**src/rtl/curam_pkg.sv**
```systemverilog
// curam_pkg: shared sample-RAM widths, depth and word/address types
package curam_pkg;
  localparam int CURAM_DATA_W = 25;
  localparam int CURAM_ADDR_W = 7;
  localparam int CURAM_DEPTH  = 100;
  typedef logic [CURAM_DATA_W-1:0] curam_word_t;
  typedef logic [CURAM_ADDR_W-1:0] curam_addr_t;
endpackage

```
**src/rtl/curam_ptr_wrap.sv**
```systemverilog
// curam_ptr_wrap: modulo-DEPTH pointer (clk, rst_n async, clr sync clear, inc advance, ptr value)
module curam_ptr_wrap
  import curam_pkg::*;
#(
  parameter int ADDR_W = CURAM_ADDR_W,
  parameter int DEPTH  = CURAM_DEPTH
) (
  input  logic              clk,
  input  logic              rst_n,
  input  logic              clr,
  input  logic              inc,
  output logic [ADDR_W-1:0] ptr
);
  always_ff @(posedge clk or negedge rst_n)
    if (!rst_n) ptr <= '0;
    else if (clr) ptr <= '0;
    else if (inc) ptr <= (ptr == ADDR_W'(DEPTH - 1)) ? '0 : ptr + 1'b1;
endmodule

```
**src/rtl/curam_ring_ctrl.sv**
```systemverilog
// curam_ring_ctrl: circular FIFO over the sample RAM (producer in_*, consumer out_*, RAM ram_*, status count/almost_full/overflow)
module curam_ring_ctrl
  import curam_pkg::*;
#(
  parameter int DATA_W   = CURAM_DATA_W,
  parameter int ADDR_W   = CURAM_ADDR_W,
  parameter int DEPTH    = CURAM_DEPTH,
  parameter int AFULL_TH = 90
) (
  input  logic              clk,
  input  logic              rst_n,
  input  logic              flush,
  input  logic              in_valid,
  input  logic [DATA_W-1:0] in_data,
  output logic              in_ready,
  output logic              out_valid,
  output logic [DATA_W-1:0] out_data,
  input  logic              out_ready,
  output logic              ram_wr_en,
  output logic [ADDR_W-1:0] ram_wr_add,
  output logic [DATA_W-1:0] ram_wr_data,
  output logic              ram_rd_en,
  output logic [ADDR_W-1:0] ram_read_add,
  input  logic [DATA_W-1:0] ram_read_data,
  output logic [ADDR_W-1:0] count,
  output logic              almost_full,
  output logic              overflow
);
  logic              push, fetch, full;
  logic [ADDR_W-1:0] count_nxt;
  always_comb begin
    full        = count == ADDR_W'(DEPTH);
    in_ready    = !full && !flush;
    push        = in_valid && in_ready;
    fetch       = (count != '0) && (!out_valid || out_ready) && !flush;
    count_nxt   = flush ? '0 : count + ADDR_W'(push) - ADDR_W'(fetch);
    ram_wr_en   = push;
    ram_wr_data = in_data;
    ram_rd_en   = fetch;
    out_data    = ram_read_data;
  end
  curam_ptr_wrap #(.ADDR_W(ADDR_W), .DEPTH(DEPTH)) u_wr_ptr (
    .clk(clk), .rst_n(rst_n), .clr(flush), .inc(push), .ptr(ram_wr_add)
  );
  curam_ptr_wrap #(.ADDR_W(ADDR_W), .DEPTH(DEPTH)) u_rd_ptr (
    .clk(clk), .rst_n(rst_n), .clr(flush), .inc(fetch), .ptr(ram_read_add)
  );
  always_ff @(posedge clk or negedge rst_n)
    if (!rst_n) begin
      count       <= '0;
      out_valid   <= 1'b0;
      overflow    <= 1'b0;
      almost_full <= 1'b0;
    end else begin
      count       <= count_nxt;
      out_valid   <= !flush && (fetch || (out_valid && !out_ready));
      overflow    <= !flush && (overflow || (in_valid && full));
      almost_full <= count_nxt >= ADDR_W'(AFULL_TH);
    end
endmodule

```
**config.mk**
```make
export PLATFORM = sky130hd
export DESIGN_NAME = curam_ring_ctrl
export DESIGN_NICKNAME = d
export VERILOG_FILES = /design/src/rtl/curam_pkg.sv /design/src/rtl/curam_ptr_wrap.sv /design/src/rtl/curam_ring_ctrl.sv
export SDC_FILE = /design/constraint.sdc
export NUM_CORES = 1
export LEC_CHECK = 0
export ABC_CLOCK_PERIOD_IN_PS = 3400
export CAP_MARGIN = 20
export CORE_MARGIN = 10
export CORE_UTILIZATION = 35
export CTS_CLUSTER_DIAMETER = 50
export DETAILED_ROUTE_END_ITERATION = 10
export GPL_TIMING_DRIVEN = 0
export PLACE_DENSITY = 0.81
export SLEW_MARGIN = 20
export SYNTH_ARGS = -nofsm -noshare
export SYNTH_HDL_FRONTEND = slang
export SYNTH_SLANG_ARGS = --single-unit
```
**constraint.sdc**
```tcl
create_clock -name clk -period 3.4 [get_ports clk]
set_input_delay 0.34 -clock clk [delete_from_list [all_inputs] [get_ports clk]]
set_output_delay 0.34 -clock clk [all_outputs]
set_load 0.005 [all_outputs]
```
# Word level (Yosys, flattened, before mapping)
# Cells that the tools add are included.
# totals
ff_bits	24
in_bits	55
output_inout_bits	77
wordCells	39
# classes
add_sub_neg	4
order_cmp	1
n_eq_ne	3
mux	7
reduce_logical	18
# ops
operator	count
$mux W7	7
$eq A7 B7 Y1 const B	3
$add A7 B1 Y7 const B	2
$logic_and A1 B1 Y1	8
$add A7 B1 Y7	1
$ge A7 B7 Y1 const B	1
$reduce_bool A7 Y1	1
$sub A7 B1 Y7	1
$logic_not A1 Y1	4
$reduce_bool A2 Y1	2
$logic_or A1 B1 Y1	3

# Logic depth before layout (Yosys ltp)
# Gate-level depths: netlist (run 1).
# logic_depth
depth_word	8
depth_mapped	15
ltp_nobuf	15

# By module
# Synthesis (run 1) repeated with hierarchy kept, for this count alone.
# hier_totals
hier_cells	204
area_unflattened_um2	1851.8
# modules_own_cells
module	instances	cells_each	area_per_inst_um2	seq_area_each_um2
curam_ring_ctrl	1	126	1101.1	250.2
curam_ptr_wrap	2	39	375.4	175.2

# Worst setup path before layout (run 1)
# Ideal clock, no wire load.
# synth_timing
kind	flip-flop to flip-flop
startpoint	register count[1]
endpoint	register almost_full
setup_ns	0.137
t_arrival_ns	2.776
t_required_ns	3.263
path_slack_ns	0.486
stages_incl_launch_ff	14
n_path_buf	0
period_less_slack_ns	2.914
path_cell_list	dfrtp_1 > or2_1 > o31ai_2 > nor2_1 > ha_1 > inv_1 > ha_1 > inv_1 > fa_1 > nand2b_1 > a21oi_1 > o21ai_0 > mux2i_1 > a22oi_1
# synth_between
elab_cells_between_ends	11
cone_classes	add/sub: 2; order compare: 1; eq/ne: 1; mux: 1; reduce/logical: 6
# synth_rtl
item	line_no	text
start: declaration	curam_ring_ctrl.sv:25	output logic [ADDR_W-1:0] count,
start signal: assignment	curam_ring_ctrl.sv:55	count <= count_nxt;
$reduce_bool A7 Y1	curam_ring_ctrl.sv:35	fetch = (count != '0) && (!out_valid || out_ready) && !flush;
$logic_and A1 B1 Y1 (2 in series)	curam_ring_ctrl.sv:35	
named net ram_rd_en	curam_ring_ctrl.sv:22	output logic ram_rd_en,
$sub A7 B1 Y7	curam_ring_ctrl.sv:36	count_nxt = flush ? '0 : count + ADDR_W'(push) - ADDR_W'(fetch);
$mux W7	curam_ring_ctrl.sv:36	
$ge A7 B7 Y1	curam_ring_ctrl.sv:58	almost_full <= count_nxt >= ADDR_W'(AFULL_TH);
end signal: assignment	curam_ring_ctrl.sv:58	
end: declaration	curam_ring_ctrl.sv:26	output logic almost_full,
# The timed path passes the listed nets, and every way through them passes these cells.
# A chain may end at the register's enable or synchronous reset.

# Worst setup path after layout (run 1)
# layout_timing
startpoint	register count[5]
endpoint	register almost_full
# layout_between
elab_chain_cells	8
elab_cells_between_ends	11
cone_classes	add/sub: 2; order compare: 1; eq/ne: 1; mux: 1; reduce/logical: 6
# layout_rtl
item	line_no	text
$eq A7 B7 Y1	curam_ring_ctrl.sv:32	full = count == ADDR_W'(DEPTH);
$logic_not A1 Y1	curam_ring_ctrl.sv:33	in_ready = !full && !flush;
$logic_and A1 B1 Y1	curam_ring_ctrl.sv:33	
$logic_and A1 B1 Y1	curam_ring_ctrl.sv:34	push = in_valid && in_ready;
$add A7 B1 Y7	curam_ring_ctrl.sv:36	
$sub A7 B1 Y7 *	curam_ring_ctrl.sv:36	
$mux W7 *	curam_ring_ctrl.sv:36	
$ge A7 B7 Y1 *	curam_ring_ctrl.sv:58	
# Every way passes the cells marked *; elsewhere a longest branch is shown, timed or not.

==> metrics.csv, run 1 <==
stage,metric,value,unit
layout,most frequent cells in the layout,"79 x clkdlybuf4s50_1, 52 x buf_4, 24 x dfrtp_1, 14 x inv_1, 12 x ha_1",
cts,latest clock arrival within the worst-skew pair,260,ps
power,Pwr Total,1.402,mW
setup_path,Setup CP Type,reg -> reg,
grt,initial antenna violation count,0,
grt,vias in the first global route,1764,
placed_design,Place WS,-436.3,ps
layout,Finished Layout Cells,363,
detailed_routing,DR vias,1672,
grt,first-pass GRT wire length,8590,um
layout,register area,600.6,um2
yosys,mux cell area share after synthesis,0.01067,
yosys,post-synthesis net count,276,
grt,Total GRT Usage,0.1184,
floorplanning,number of I/O pins,132,
job,max-cap viol count,0,
yosys,Synth Area in Simple Gates,0.1607,
cts,root buffer cell,clkbuf_8,
floorplanning,die height,93.23,um
layout,ratio of cells with drive above 1 in the final layout,0.2218,
yosys,Synth Area in Compound Gates,0.1553,
sta,Slew @ Worst Pin,548.4,ps
yosys,Synth Flop Type,dfrtp_1,
yosys,asr flop ratio synth,1.000,
floorplanning,CORE AREA,0.005140,mm2
setup_path,Worst setup SP type,register,
cts,Num CTS Buffers,3,
cts,clock sink count,24,
setup_path,"delay-heaviest family, CP",adder cells,
setup_path,Critical Path AT,3280,ps
setup_path,required time of the critical path,3540,ps
layout,Layout area overhead,51.07,%
layout,fill count,497,
detailed_routing,metal2 WL,2491,um
setup_path,Bufs and invs on worst path,3,
cts,CTS tree,done,
detailed_routing,DR DRC count,0,
placed_design,port buffer count,81,
power,VDD IR max,0.2072,mV
placed_design,HPWL Detailed,4465,um
cts,Clock Pin Slew Worst Setup and Hold Paths,80,ps
placed_design,Final GP Congestion,0.8871,
status,status,"finished, final reports clean",
sta,relative slew slack,0.6344,
detailed_routing,1st-iter DRT viols,49,
sta,"Hold Vio Cnt, Final",0,
layout,"most common cell after layout, fill and taps aside",clkdlybuf4s50_1,
yosys,"Cell Area, Synth",0.001877,mm2
detailed_routing,Initial DRT Pass Iterations,4,
sta,Post-Route Skew,1.000,ps
sta,setup violators final,0,
setup_path,CP Cell Sequence,inv_1 > ha_1 > nand2_1 > o31ai_4 > nor2_1 > ha_1 > inv_1 > ha_1 > inv_1 > fa_1 > nand2b_1 > a21oi_1 > o21ai_1 > mux2i_1 > a22oi_1,
yosys,sequential cell area fraction in the yosys report,0.3200,
grt,largest net degree at the start of global routing,25,
floorplanning,Starting Density,0.3651,
detailed_routing,wire length per cell,14.77,um
detailed_routing,DR WL met3,678,um
yosys,count of cell types in the netlist,44,
placed_design,Inst Count DP,359,
setup_path,"critical path fanouts, max",5,
floorplanning,cell row count,26,
power,pwr dens,494.4,mW/mm2
setup_path,kind of end point of the critical path,register,
floorplanning,die width,93.23,um
detailed_routing,total wire length,5360,um
yosys,Synth Instances,208,
grt,GRT overflow,0,
min_path,Hold Crit Class,in -> async,
layout,Util after Layout,0.5516,
layout,n_diodes,0,
sta,fin worst setup slack,265.2,ps
setup_path,CP max stage cell,dfrtp_1,
layout,nets,363,
sta,max-slew violation count,0,
detailed_routing,DR vias/cell,4.606,
yosys,"FF+latch count, synth",24,
setup_path,Crit path largest cell delay,450,ps
yosys,Synth Area in XOR/XNOR,0.02800,
sta,crit share post-route,0.9220,
detailed_routing,met1 WL,2166,um
yosys,largest family of logic cells by synthesized area,buffers and inverters,
detailed_routing,top layer in use,met4,
cts,CTS Buffer Depth,2,
yosys,syn avg cell area,9.023,um2
layout,area of the multi-input gates,844.6,um2
cts,H-tree levels,1,
yosys,Post-synth EDFFs,0,
detailed_routing,Final ANT Viol Nets,0,
floorplanning,full die area,0.008691,mm2
sta,Fmax,0.3190,GHz
yosys,Yosys warning count,0,
yosys,adder-cell share of the synthesized area,0.09067,
power,Leak,1.322,nW
sta,fin crit period,3135,ps
sta,RSZ-0062 raised after global routing,no,
## where the power goes
group	internal (mW)	switching (mW)	leakage [nW]
Sequential	0.344	0.0697	0.322
Clock	0.0792	0.0869	0.0216
Combinational	0.441	0.381	0.978
Total	0.864	0.537	1.32
## final timing paths
kind,from,to,slack [ps],depth (start not counted)
min in group clk,overflow,overflow,510,2
hold / removal,rst_n,count[2],50,1
setup reg to reg,count[5],almost_full,270,15
setup / recovery,count[5],almost_full,270,15
max in group asynchronous,rst_n,u_rd_ptr.ptr[4],2980,1
hold reg to reg,overflow,overflow,510,2
## area by class of cell
type | instances | share of cell area
multi-input cells | 117 | 0.2979
repair buffers | 83 | 0.2904
flip-flops and latches | 24 | 0.2118
plain buffers | 52 | 0.1359
well taps | 70 | 0.03089
inverters | 14 | 0.01853
clock buffers | 3 | 0.01456
## synth_stat cells, drive strengths merged (5+ instances only)
master,instances,area (um2)
buf,51,380.4
dfrtp,24,600.6
inv,14,52.55
ha,12,150.1
o21ai,12,60.05
nand2,11,41.29
nor2,10,37.54
and3,8,55.05
a21oi,7,35.03
nand3,5,25.02
xor2,5,43.79
## per-layer routing
layer | up-vias | GRT usage
met4 | 0 | 0.02185
met2 | 82 | 0.1891
met3 | 5 | 0.07114
li1 | 831 | -
met1 | 754 | 0.1336
met5 | - | 0
## through the flow
step                      setup TNS, ps  area (um2)  hold WS [ps]
after detailed placement          -1124        2770         367.8
after CTS                             0        2809         72.54
after floorplan                       0        1877         44.41
after global placement            -1055        2775         495.2
final                                 0        2835         52.39
after global routing                  0        2835         89.85
## what timing repair did
item | CTS | global route
resized for setup | 1 | 3
cloned | 0 | 0
setup endpoints to repair | 3 | 3
pin swaps | 0 | 1
buffers inserted | 0 | 2
hold buffers | 0 | 0
## logic make-up (layout without fill, tap and decap cells)
logic type      after synthesis  in the layout
mux                           2              2
buf+inv                      67            152
xor+xnor                      6              6
fa+ha+maj                    13             13
compound gates               41             41
flops                        24             24
simple gates                 55             55
## sequential cells by signal, indices dropped and copies added (netlist names)
signal        flops
overflow          1
count             7
u_wr_ptr.ptr      7
out_valid         1
u_rd_ptr.ptr      7
almost_full       1
Note: power is estimated with default switching activity, not from simulation.
==> run 2: changes to the inputs <==
Settings changed: ABC_CLOCK_PERIOD_IN_PS 3400 to 2700, CORE_UTILIZATION 35 to 32, PLACE_DENSITY 0.81 to 0.78, SLEW_MARGIN 20 to not set.
Clock period 3.4 ns to 2.7 ns, I/O delays scaled along.
==> run 2 against run 1 <==
  * First-iteration DRC count down 16%
  * Highest routed layer unchanged
  * Critical path depth decreased by 2
  * Wire length grew 11%
  * Largest cell class unchanged
  * Die area rose by 7.3%
  * Critical endpoint unchanged
  * The run now ends with setup timing left
==> metrics.csv, run 2 (synthesis gave the netlist of run 1 again) <==
stage,metric,value,unit
setup_path,Critical Path AT,2940,ps
sta,Post-Route Skew,5.943,ps
setup_path,reg2reg path depth,13,
layout,most frequent cells in the layout,"81 x clkdlybuf4s50_1, 62 x buf_4, 22 x dfrtp_1, 10 x nand2_1",
setup_path,FF-to-FF setup slack,-100,ps
sta,Fmax,0.3569,GHz
detailed_routing,DR DRC count,0,
layout,area of the multi-input gates,935.9,um2
floorplanning,Starting Density,0.3347,
power,Pwr Total,2.089,mW
detailed_routing,Initial DRT Pass Iterations,4,
layout,biggest registers after layout,"count x7, u_rd_ptr.ptr x7, u_wr_ptr.ptr x7",
cts,latest clock arrival within the worst-skew pair,270,ps
power,Power Internal,1.269,mW
floorplanning,number of I/O pins,132,
sta,Slew @ Worst Pin,576.7,ps
setup_path,Worst setup SP type,register,
setup_path,"critical path fanouts, max",3,
cts,Clock Pin Slew Worst Setup and Hold Paths,90,ps
floorplanning,cell row count,27,
detailed_routing,DR vias/cell,4.769,
layout,ratio of cells with drive above 1 in the final layout,0.3148,
floorplanning,CORE AREA,0.005608,mm2
placed_design,HPWL Detailed,4756,um
cts,CTS Buffer Depth,2,
power,Net Sw Power,0.8194,mW
detailed_routing,Final ANT Viol Nets,0,
sta,Fin Setup TNS,-156.3,ps
setup_path,required time of the critical path,2840,ps
grt,vias in the first global route,1810,
sta,max-slew violation count,0,
setup_path,kind of end point of the critical path,register,
placed_design,port buffer count,81,
setup_path,Setup CP Type,reg -> reg,
status,status,finished with violations,
sta,crit share post-route,1.038,
grt,GRT overflow,0,
cts,Num CTS Buffers,3,
grt,Top Usage Layer GRT,met2,
grt,largest net degree at the start of global routing,14,
grt,initial antenna violation count,0,
layout,Util after Layout,0.5422,
grt,met3 Use GR,0.06708,
layout,Layout area overhead,62.00,%
power,part of the power in registers,0.241,
grt,first-pass GRT wire length,8480,um
grt,GR Layer Usage met1,0.1147,
layout,n_diodes,0,
sta,"Hold Vio Cnt, Final",0,
cts,root buffer cell,clkbuf_8,
detailed_routing,1st-iter DRT viols,41,
cts,H-tree levels,1,
layout,nets,375,
sta,relative slew slack,0.6143,
min_path,Hold Crit Class,in -> async,
power,clock power share,0.101,
status,failing checks,setup timing,
floorplanning,die height,96.59,um
sta,RSZ-0062 raised after global routing,yes,
placed_design,Final GP Congestion,0.8023,
layout,fill count,513,
setup_path,Critical R2R Capture,almost_full,
detailed_routing,wire length per cell,15.80,um
cts,hold buffer count at CTS,0,
floorplanning,full die area,0.009329,mm2
cts,CTS tree,done,
grt,Total GRT Usage,0.1131,
power,pwr dens,686.9,mW/mm2
cts,clock sink count,24,
setup_path,Critical R2R Launch,count[0],
job,max-cap viol count,0,
floorplanning,die width,96.59,um
detailed_routing,total wire length,5956,um
layout,register area,603.1,um2
sta,fin crit period,2802,ps
power,combinational fraction of design power,0.657,
power,Switching Fraction,0.3923,
power,VDD IR max,0.4781,mV
detailed_routing,DR vias,1798,
sta,setup violators final,2,
power,Leak,1.382,nW
sta,fin worst setup slack,-102.0,ps
grt,met2 usage,0.2043,
layout,"most common cell after layout, fill and taps aside",clkdlybuf4s50_1,
[run 2: cell count changes in the layout (fill, tap and decap cells not counted), sizes merged]
cell and delta:
buf +10, dlymetal6s2s -1, clkdlybuf4s50 +2, clkbuf +1
[run 2: how the worst max path moves through the flow]
stage,startpoint,endpoint,slack (ps),depth (start not counted)
2_1_floorplan,count[5],almost_full,-80,15
3_3_place_gp,flush,almost_full,-860,14
3_5_place_dp,flush,almost_full,-970,14
4_1_cts,count[4],almost_full,-90,15
5_1_grt,count[4],almost_full,-240,15
6_report,count[0],almost_full,-100,13
[run 2: stage by stage]
stage / std cells / setup WS [ps] / area (um2) / hold slack (ps)
final: 377 / -102.0 / 3040 / 365.9
after global routing: 377 / -235.5 / 3040 / 407.5
after CTS: 374 / -87.69 / 2967 / 392.2
after detailed placement: 362 / -968.1 / 2831 / 507.3
after global placement: 361 / -859.5 / 2816 / 483.6
after floorplan: 208 / -80.05 / 1916 / -25.59
[run 2: layer usage]
metal | share of wire | up-vias
met2 | 0.50 | 91
met5 | 0 | -
met3 | 0.14 | 4
met1 | 0.36 | 838
li1 | - | 865
met4 | 0.0035 | 0
[run 2: critical path, stage by stage, from the launching register on]
cell	delay, ps
dfrtp_1	390
or2_4	280
o31ai_4	260
nor2_2	90
ha_1	290
inv_2	70
ha_4	130
inv_2	40
fa_2	370
nand2b_4	160
a21oi_4	180
o21ai_4	80
mux2i_2	220
a22oi_2	110
[run 2: area by class of cell]
type / count / area share
tap: 72 / 0.02963
timing repair buffer: 94 / 0.3012
multi-input combinational: 117 / 0.3078
sequential: 24 / 0.1984
clock buffer: 3 / 0.01358
inverter: 14 / 0.01728
buffer: 53 / 0.1321
[run 2: repair_timing]
item,in CTS,in global routing
pin swaps,7,1
setup endpoints to repair,7,3
gates resized for setup,11,10
cloned,0,0
setup buffers,9,3
[run 2: power groups by stage]
stage	clock (mW)	combinational (mW)	sequential [mW]
5_1_grt	0.233	1.49	0.516
2_1_floorplan	0	0.700	0.520
6_report	0.212	1.37	0.504
3_3_place_gp	0	1.06	0.528
3_5_place_dp	0	1.10	0.527
4_1_cts	0.218	1.22	0.501
